**config.mk**
```make
export PLATFORM = sky130hd
export DESIGN_NAME = spi_cmd_receiver_flat
export DESIGN_NICKNAME = d
export VERILOG_FILES = /design/src/rtl/spi_cmd_receiver_if.sv /design/src/rtl/spi_cmd_receiver.sv /design/src/flat_wrapper.sv
export SDC_FILE = /design/constraint.sdc
export NUM_CORES = 1
export LEC_CHECK = 0
export ABC_AREA = 1
export CAP_MARGIN = 20
export CORE_UTILIZATION = 40
export DETAILED_ROUTE_END_ITERATION = 8
export HOLD_SLACK_MARGIN = 0.15
export PLACE_DENSITY = 0.64
export SYNTH_ARGS = -nofsm -noshare
export SYNTH_HDL_FRONTEND = slang
export SYNTH_SLANG_ARGS = --single-unit
```
**constraint.sdc**
```tcl
create_clock -name clk -period 1.44 [get_ports clk]
set_input_delay 0.432 -clock clk [delete_from_list [all_inputs] [get_ports clk]]
set_output_delay 0.432 -clock clk [all_outputs]
set_load 0.02 [all_outputs]
```
**src/rtl/spi_cmd_receiver_if.sv**
```systemverilog
// SPI pins plus the command-byte outputs of spi_cmd_receiver, bundled for port
// connection. The slave modport is the receiver's view; master is the controller/consumer.
interface spi_cmd_receiver_if;
    logic       sclk;
    logic       cs_n;
    logic       mosi;
    logic       miso;
    logic [7:0] spi_data;
    logic       spi_flag;
    logic       frame_err;
    logic       overrun;

    modport slave (
        input  sclk, cs_n, mosi,
        output miso, spi_data, spi_flag, frame_err, overrun
    );

    modport master (
        output sclk, cs_n, mosi,
        input  miso, spi_data, spi_flag, frame_err, overrun
    );
endinterface

```
**src/rtl/spi_cmd_receiver.sv**
```systemverilog
// Mode-0 SPI slave that deserializes command bytes into the clk domain, widens each
// completion into a FLAG_CYCLES-long strobe and echoes the last accepted byte on MISO.
module spi_cmd_receiver #(
    parameter int unsigned FLAG_CYCLES = 4
) (
    input  logic               clk,
    input  logic               reset,
    spi_cmd_receiver_if.slave  spi_if
);

    typedef enum logic [1:0] {
        WAIT_DESEL = 2'd0,
        IDLE       = 2'd1,
        SHIFT      = 2'd2
    } state_t;

    localparam logic [7:0] FLAG_LOAD = 8'(FLAG_CYCLES);

    state_t     r_state;
    state_t     w_state_next;
    logic [2:0] r_sclk_sync;
    logic [2:0] r_cs_sync;
    logic [1:0] r_mosi_sync;
    logic [2:0] r_bit_cnt;
    logic [7:0] r_rx;
    logic [7:0] r_tx;
    logic [7:0] r_echo;
    logic [7:0] r_spi_data;
    logic [7:0] r_flag_cnt;
    logic       r_spi_flag;
    logic       r_err_pend;
    logic       r_frame_err;
    logic       r_overrun;
    logic       r_miso;

    logic [2:0] w_bit_cnt_next;
    logic [7:0] w_rx_next;
    logic [7:0] w_tx_next;
    logic [7:0] w_echo_next;
    logic [7:0] w_data_next;
    logic [7:0] w_flag_cnt_next;
    logic       w_err_pend_next;
    logic       w_overrun_next;
    logic       w_miso_next;

    // cs_n chain resets low so a frame already in progress at reset release is never mistaken for a new one
    always_ff @(posedge clk) begin
        if (reset) begin
            r_sclk_sync <= 3'b000;
            r_cs_sync   <= 3'b000;
            r_mosi_sync <= 2'b00;
        end else begin
            r_sclk_sync <= {r_sclk_sync[1:0], spi_if.sclk};
            r_cs_sync   <= {r_cs_sync[1:0], spi_if.cs_n};
            r_mosi_sync <= {r_mosi_sync[0], spi_if.mosi};
        end
    end

    wire       w_sclk_rise = r_sclk_sync[1] & ~r_sclk_sync[2];
    wire       w_sclk_fall = ~r_sclk_sync[1] & r_sclk_sync[2];
    wire       w_cs_rise   = r_cs_sync[1] & ~r_cs_sync[2];
    wire       w_cs_fall   = ~r_cs_sync[1] & r_cs_sync[2];
    wire [7:0] w_byte      = {r_rx[6:0], r_mosi_sync[1]};
    wire       w_byte_done = (r_state == SHIFT) && w_sclk_rise && (r_bit_cnt == 3'd7);

    // State register
    always_ff @(posedge clk) begin
        if (reset) begin
            r_state <= WAIT_DESEL;
        end else begin
            r_state <= w_state_next;
        end
    end

    // Next-state decode
    always_comb begin
        w_state_next = r_state;
        case (r_state)
            WAIT_DESEL: if (r_cs_sync[1]) w_state_next = IDLE;  else w_state_next = WAIT_DESEL;
            IDLE:       if (w_cs_fall)    w_state_next = SHIFT; else w_state_next = IDLE;
            SHIFT:      if (w_cs_rise)    w_state_next = IDLE;  else w_state_next = SHIFT;
            default:    w_state_next = WAIT_DESEL;
        endcase
    end

    // Datapath and output decode
    always_comb begin
        w_bit_cnt_next  = r_bit_cnt;
        w_rx_next       = r_rx;
        w_tx_next       = r_tx;
        w_echo_next     = r_echo;
        w_data_next     = r_spi_data;
        w_err_pend_next = 1'b0;
        case (r_state)
            IDLE: begin
                if (w_cs_fall) begin
                    w_bit_cnt_next = 3'd0;
                    w_tx_next      = r_echo;
                end else begin
                    w_tx_next      = r_tx;
                end
            end
            SHIFT: begin
                if (w_sclk_rise) begin
                    w_rx_next      = w_byte;
                    w_bit_cnt_next = r_bit_cnt + 3'd1;
                end else begin
                    w_rx_next      = r_rx;
                end
                // The fall right after a completed byte must not shift, or the new echo MSB is lost
                if (w_byte_done) begin
                    w_data_next = w_byte;
                    w_echo_next = w_byte;
                    w_tx_next   = w_byte;
                end else if (w_sclk_fall && (r_bit_cnt != 3'd0)) begin
                    w_tx_next   = {r_tx[6:0], 1'b0};
                end else begin
                    w_tx_next   = r_tx;
                end
                if (w_cs_rise && (w_bit_cnt_next != 3'd0)) begin
                    w_err_pend_next = 1'b1;
                end else begin
                    w_err_pend_next = 1'b0;
                end
            end
            default: begin
                w_bit_cnt_next = r_bit_cnt;
            end
        endcase

        if (w_byte_done) begin
            w_flag_cnt_next = FLAG_LOAD;
        end else if (r_flag_cnt != 8'd0) begin
            w_flag_cnt_next = r_flag_cnt - 8'd1;
        end else begin
            w_flag_cnt_next = r_flag_cnt;
        end

        w_overrun_next = r_overrun | (w_byte_done & r_spi_flag);

        if (w_state_next == SHIFT) begin
            w_miso_next = w_tx_next[7];
        end else begin
            w_miso_next = 1'b0;
        end
    end

    // Datapath registers
    always_ff @(posedge clk) begin
        if (reset) begin
            r_bit_cnt   <= 3'd0;
            r_rx        <= 8'h00;
            r_tx        <= 8'h00;
            r_echo      <= 8'h00;
            r_spi_data  <= 8'h00;
            r_flag_cnt  <= 8'd0;
            r_spi_flag  <= 1'b0;
            r_err_pend  <= 1'b0;
            r_frame_err <= 1'b0;
            r_overrun   <= 1'b0;
            r_miso      <= 1'b0;
        end else begin
            r_bit_cnt   <= w_bit_cnt_next;
            r_rx        <= w_rx_next;
            r_tx        <= w_tx_next;
            r_echo      <= w_echo_next;
            r_spi_data  <= w_data_next;
            r_flag_cnt  <= w_flag_cnt_next;
            r_spi_flag  <= (r_flag_cnt != 8'd0);
            r_err_pend  <= w_err_pend_next;
            r_frame_err <= r_err_pend;
            r_overrun   <= w_overrun_next;
            r_miso      <= w_miso_next;
        end
    end

    assign spi_if.miso      = r_miso;
    assign spi_if.spi_data  = r_spi_data;
    assign spi_if.spi_flag  = r_spi_flag;
    assign spi_if.frame_err = r_frame_err;
    assign spi_if.overrun   = r_overrun;

endmodule

```
**src/flat_wrapper.sv**
```systemverilog
// flat-port wrapper written by rule: the top's interface ports become plain ports
module spi_cmd_receiver_flat 
#(
    parameter int unsigned FLAG_CYCLES = 4
)
  (clk, reset, spi_if_sclk, spi_if_cs_n, spi_if_mosi, spi_if_miso, spi_if_spi_data, spi_if_spi_flag, spi_if_frame_err, spi_if_overrun);
  spi_cmd_receiver_if spi_if_i ();
  input  logic clk;
  input  logic reset;
  input wire logic [$bits(spi_if_i.sclk)-1:0] spi_if_sclk;
  input wire logic [$bits(spi_if_i.cs_n)-1:0] spi_if_cs_n;
  input wire logic [$bits(spi_if_i.mosi)-1:0] spi_if_mosi;
  output wire logic [$bits(spi_if_i.miso)-1:0] spi_if_miso;
  output wire logic [$bits(spi_if_i.spi_data)-1:0] spi_if_spi_data;
  output wire logic [$bits(spi_if_i.spi_flag)-1:0] spi_if_spi_flag;
  output wire logic [$bits(spi_if_i.frame_err)-1:0] spi_if_frame_err;
  output wire logic [$bits(spi_if_i.overrun)-1:0] spi_if_overrun;
  assign spi_if_i.sclk = spi_if_sclk;
  assign spi_if_i.cs_n = spi_if_cs_n;
  assign spi_if_i.mosi = spi_if_mosi;
  assign spi_if_miso = spi_if_i.miso;
  assign spi_if_spi_data = spi_if_i.spi_data;
  assign spi_if_spi_flag = spi_if_i.spi_flag;
  assign spi_if_frame_err = spi_if_i.frame_err;
  assign spi_if_overrun = spi_if_i.overrun;
  spi_cmd_receiver #(.FLAG_CYCLES(FLAG_CYCLES)) u_core (.clk(clk), .reset(reset), .spi_if(spi_if_i));
endmodule
```
* Word level (Yosys, flattened, before mapping)
Index checks and enable logic that the tools add are counted.
** Storage, ports and cells
- Logic and storage cells :: 68
- Output and inout port bits :: 12
- Register bits :: 49
** Operators by class
- Muxes and demuxes :: 15
- Bitwise gates (word level) :: 12
- $add $sub $neg :: 2
- Equal/unequal tests :: 6
- Reductions and logical operators :: 17
** Operators by type and width (count)
- $mux 8 :: 3
- $pmux 8 s2 :: 1
- $mux 3 :: 5
- $reduce_bool 8->1 :: 1
- $sub 8x1->8 const B :: 1
- $not 1->1 :: 6
- $pmux 2 s3 :: 1
- $pmux 3 s2 :: 1
- $reduce_and 2->1 :: 3
- $reduce_bool 3->1 :: 2
- $reduce_or 2->1 :: 3
- $and 1x1->1 :: 5
- $eq 2x2->1 const B :: 2
- $logic_and 1x1->1 :: 4
- $mux 2 :: 2
- $reduce_bool 2->1 :: 2
- $add 3x1->3 const B :: 1
- $eq 3x3->1 const B :: 1
- $ne 3x2->1 const B :: 1
- $reduce_and 3->1 :: 1
- $eq 2x1->1 const B :: 1
- $logic_not 2->1 :: 1
- $mux 1 :: 2
- $ne 2x1->1 const B :: 1
- $or 1x1->1 :: 1

* Longest topological paths before layout
- Word-level depth :: 7
- Mapped depth :: 10

* Worst setup path after synthesis
Ideal clock, no wire load.
- Path kind :: register to register
- From :: register u_core.r_bit_cnt[0]
- To :: register u_core.r_tx[6]
- Clock period less this slack :: 1.449 ns
- Library setup time :: 0.116 ns
- Path slack :: -0.009 ns
- Arrival time :: 1.333 ns
- Stages on the path, launching flop included :: 10
- Path buffers :: 0
- Cell sequence :: dfxtp_1 ha_1 ha_1 nand4_4 nand3_1 nand2_2 inv_2 nand2_1 nor2_1 nor2_1
** Between the ends
- Word-level cells in the longest chain between the ends :: 4
** Ends and longest elaborated chain
- start, declared :: line spi_cmd_receiver.sv:24 : logic [2:0] r_bit_cnt;
- start signal, assigned :: line spi_cmd_receiver.sv:163 : r_bit_cnt <= w_bit_cnt_next;
- $eq 3x3->1 / $reduce_bool 3->1 (equally long branches) :: line spi_cmd_receiver.sv:64, spi_cmd_receiver.sv:115
- $logic_and 1x1->1 (on tied branches) :: line spi_cmd_receiver.sv:64, spi_cmd_receiver.sv:115
- $ne 3x2->1 (no line) / $mux 8 (equally long branches)
- $reduce_and 3->1 (no line) / $pmux 8 s2 (equally long branches)
- end signal, assigned :: line spi_cmd_receiver.sv:165 : r_tx <= w_tx_next;
- end, declared :: line spi_cmd_receiver.sv:26 : logic [7:0] r_tx;
Several ways; a longest one is shown, not always the timed one.
A chain may end at the register's enable or synchronous reset.

* Final worst setup path
- From :: register u_core.r_bit_cnt[0]
- To :: register u_core.r_echo[6]
** Between the ends
- Word-level cells in the longest chain between the ends :: 3
** Ends and longest elaborated chain
- $eq 3x3->1 :: line spi_cmd_receiver.sv:64 : wire w_byte_done = (r_state == SHIFT) && w_sclk_rise && (r_bit_cnt == 3'd7);
- $logic_and 1x1->1 :: line spi_cmd_receiver.sv:64
- $reduce_and 2->1 (no line)
- end signal, assigned :: line spi_cmd_receiver.sv:166 : r_echo <= w_echo_next;
- end, declared :: line spi_cmd_receiver.sv:27 : logic [7:0] r_echo;
Every way passes these cells.

==> out/qor.txt <==
status = finished with violations
failing checks = negative setup slack
Max Cap Viol = 0
area delta synth->final = 33.49%
Netlist cell types = 23
first-pass GRT wire length = 7810 um
cell area after synthesis = 0.002122 mm^2
reg-to-reg startpoint = u_core.r_bit_cnt[0]
Worst setup SP type = flip-flop
Worst-Skew Late Latency = 0.31 ns
Core ar. = 0.005107 mm^2
Flop pwr share = 51.9%
max frequency = 0.6808 GHz
number of flops mapped to enable cells by yosys = 0
layout cells sized above 1 = 25.89%
fin crit period = 1.469 ns
WS Path Type = flip-flop to flip-flop
Avg Inst Size Synth = 7.472 um^2
Slew @ Worst Pin = 0.2907 ns
prevailing post-synth register cell = dfxtp_1
R2R depth = 7
DR pass1 iterations = 5
Final Worst Setup Slack = -0.02893 ns
num ports = 17
total grt overflow = 0
row count = 26
Final Cycle Share = 102.0%
Clock Skew = 0.01094 ns
commonest non-fill, non-tap cell in the layout = nand2_1
r2r endpoint = u_core.r_echo[6]
CTS tree = built
hold path cells = 2
final hold vios = 0
Antenna Diode Count = 0
initial antenna violation count = 0
Core Util, Final = 55.46%
Switching Fraction = 30.09%
Hold-fix buffers, CTS = 0
sequential area share after synthesis = 46.23%
Rel. slew slack = 80.47%
Final Setup Violations = 10
CP delay by family, top = simple AND/OR/NAND/NOR gates
post-route cell area = 0.002833 mm^2
number of global-route vias before repair = 1,698
peak supply drop = 505.5 uV
Max Slew Vio Count = 0
GP Congestion = 0.8044
PortBufs = 16
largest net degree at the start of global routing = 15
Num Clock Sinks = 49
Mapped Nets = 299
total CTS buffers = 5
Critical Path AT = 1.67 ns
area of the die = 0.005600 mm^2
Worst setup EP type = flip-flop
power density cells = 1045 mW/mm^2
DR iter-0 viols = 119
Psw = 891.2 uW
Detailed Place HPWL = 3222 um
commonest non-fill, non-tap cells in the layout = nand2_1 (52), nor2_1 (46), dfxtp_1 (45), inv_1 (28), buf_4 (28)
max incr delay on CP = 0.37 ns
die width = 74.84 um
nets = 350
dpl cell area = 0.002547 mm^2
Syn Inst Count = 284
Tot GR Track Use = 18.65%
Comb pwr share = 21.3%
Hold Path End = u_core.r_mosi_sync[1]
WL per Instance = 11.97 um
number of synthesized register bits = 49
wirelength, routed = 4860 um
crit-path cells = ha_4 > ha_4 > nand4_4 > nor2_4 > clkinvlp_4 > nor2_1 > nor2_1
cell internal pwr = 2070 uW
Leakage = 0.001215 uW
DRT antenna net count = 0
routed vias/inst = 4.800
DRC viols = 0
Synth warnings = 0
Buf/Inv on CP = 1
Die Ht = 74.84 um
clock slew at reported path FFs = 0.08 ns
clk buf depth = 2
Hold Crit Class = flip-flop to flip-flop
Clk network pwr share = 26.8%
H-tree depth = 2
clock root cell = clkbuf_8
unrepaired setup endpoints after global routing = yes
Fill cells = 497
Post-synth ARST share = 0%
Hold Crit Start = u_core.r_mosi_sync[0]
worst-path fanout max = 8
via count = 1,949
r2r setup slk = -0.03 ns
Setup crit start = u_core.r_bit_cnt[0]
worst path required time = 1.64 ns
CP max stage cell = dfxtp_4
Starting Density = 41.55%
## power groups by stage
stage | logic [uW] | clock network (uW) | registers (uW)
after floorplan | 428 | 0 | 1570
after global placement | 588 | 0 | 1570
after detailed placement | 607 | 0 | 1570
after CTS | 612 | 808 | 1540
after global routing | 731 | 862 | 1560
final | 630 | 794 | 1540
## state kept, by name, summed over array words and instances, names as in the netlist
register                 cells
u_core.r_bit_cnt             3
u_core.r_cs_sync             3
u_core.r_echo                8
u_core.r_err_pend            1
u_core.r_flag_cnt            8
u_core.r_mosi_sync           2
u_core.r_rx                  7
u_core.r_sclk_sync           3
u_core.r_state               2
u_core.r_tx                  8
u_core.spi_if.frame_err      1
u_core.spi_if.miso           1
u_core.spi_if.overrun        1
u_core.spi_if.spi_flag       1
## repair_timing
action                                  4_1_cts  5_1_grt
endpoints found under the setup margin       29       37
setup buffers                                 5        4
hold endpoints to repair                      0        0
resized for setup                            38       43
pin swaps                                     9       19
## synth_stat cells (all sizes together), types with 2 or more instances
library cell / count / share of area (%)
nand2: 58 / 10
dfxtp: 49 / 46
nor2: 48 / 8.8
inv: 37 / 6.5
a21oi: 21 / 5.0
o21ai: 20 / 4.7
nand3: 15 / 3.8
ha: 10 / 5.9
clkbuf: 4 / 0.71
nand4: 4 / 1.9
nor3: 4 / 0.94
o211ai: 4 / 1.4
xor2: 4 / 1.7
or2: 2 / 0.59
## kinds of logic after synthesis
group                    after synthesis  share of synthesized area (%)
AO/OA/AOI/OAI                         47                          11.91
AND/OR/NAND/NOR                      132                          26.83
flip-flops                            49                          46.23
adder cells (fa/ha/maj)               10                          5.896
buffers and inverters                 42                          7.488
XOR/XNOR                               4                          1.651
## layer usage
layer,routed length [um],GRT usage (%),up-vias
li1,-,-,1009
met1,2333,24.52,892
met2,2287,30.03,39
met3,157,3.748,9
met4,81,7.547,0
met5,0,0,-
## worst register-to-register path: cells and delay by family, from the launching register on
kind	cells	cell delay (ns)
buffers and inverters	1	0.25
adder cells (fa/ha/maj)	2	0.27
flip-flops	1	0.37
AND/OR/NAND/NOR	4	0.48
## layout make-up
type,instances,area (um^2),area share [%]
clock buffers,6,72.57,2.562
clock inverters,2,10.01,0.3534
inverters,37,150.1,5.300
multi-input cells,193,1116,39.40
flip-flops and latches,49,993.5,35.07
well taps,70,87.58,3.092
repair buffers,49,402.9,14.22
## through the flow
step,std cells,TNS [ns],hold slack (ns),setup slack (ns),power (uW)
after floorplan,284,0,0.3883,0.01226,1998
after global placement,389,-0.6123,0.3886,-0.07817,2155
after detailed placement,389,-1.025,0.3952,-0.1020,2177
after CTS,402,-0.1540,0.4070,-0.03235,2960
after global routing,406,-1.382,0.4328,-0.09598,3151
final,406,-0.1668,0.4067,-0.02893,2962
## how the worst max path moves through the flow
stage / slack, ns / depth (start not counted) / to
floorplan: 0.01 / 9 / u_core.r_tx[6]
global placement: -0.08 / 5 / u_core.r_flag_cnt[5]
detailed placement: -0.10 / 5 / u_core.spi_if.miso
CTS: -0.03 / 7 / u_core.r_echo[1]
global route: -0.1 / 7 / u_core.r_echo[4]
finish: -0.03 / 7 / u_core.r_echo[6]
No activity file was read; power rests on OpenSTA's default activity.
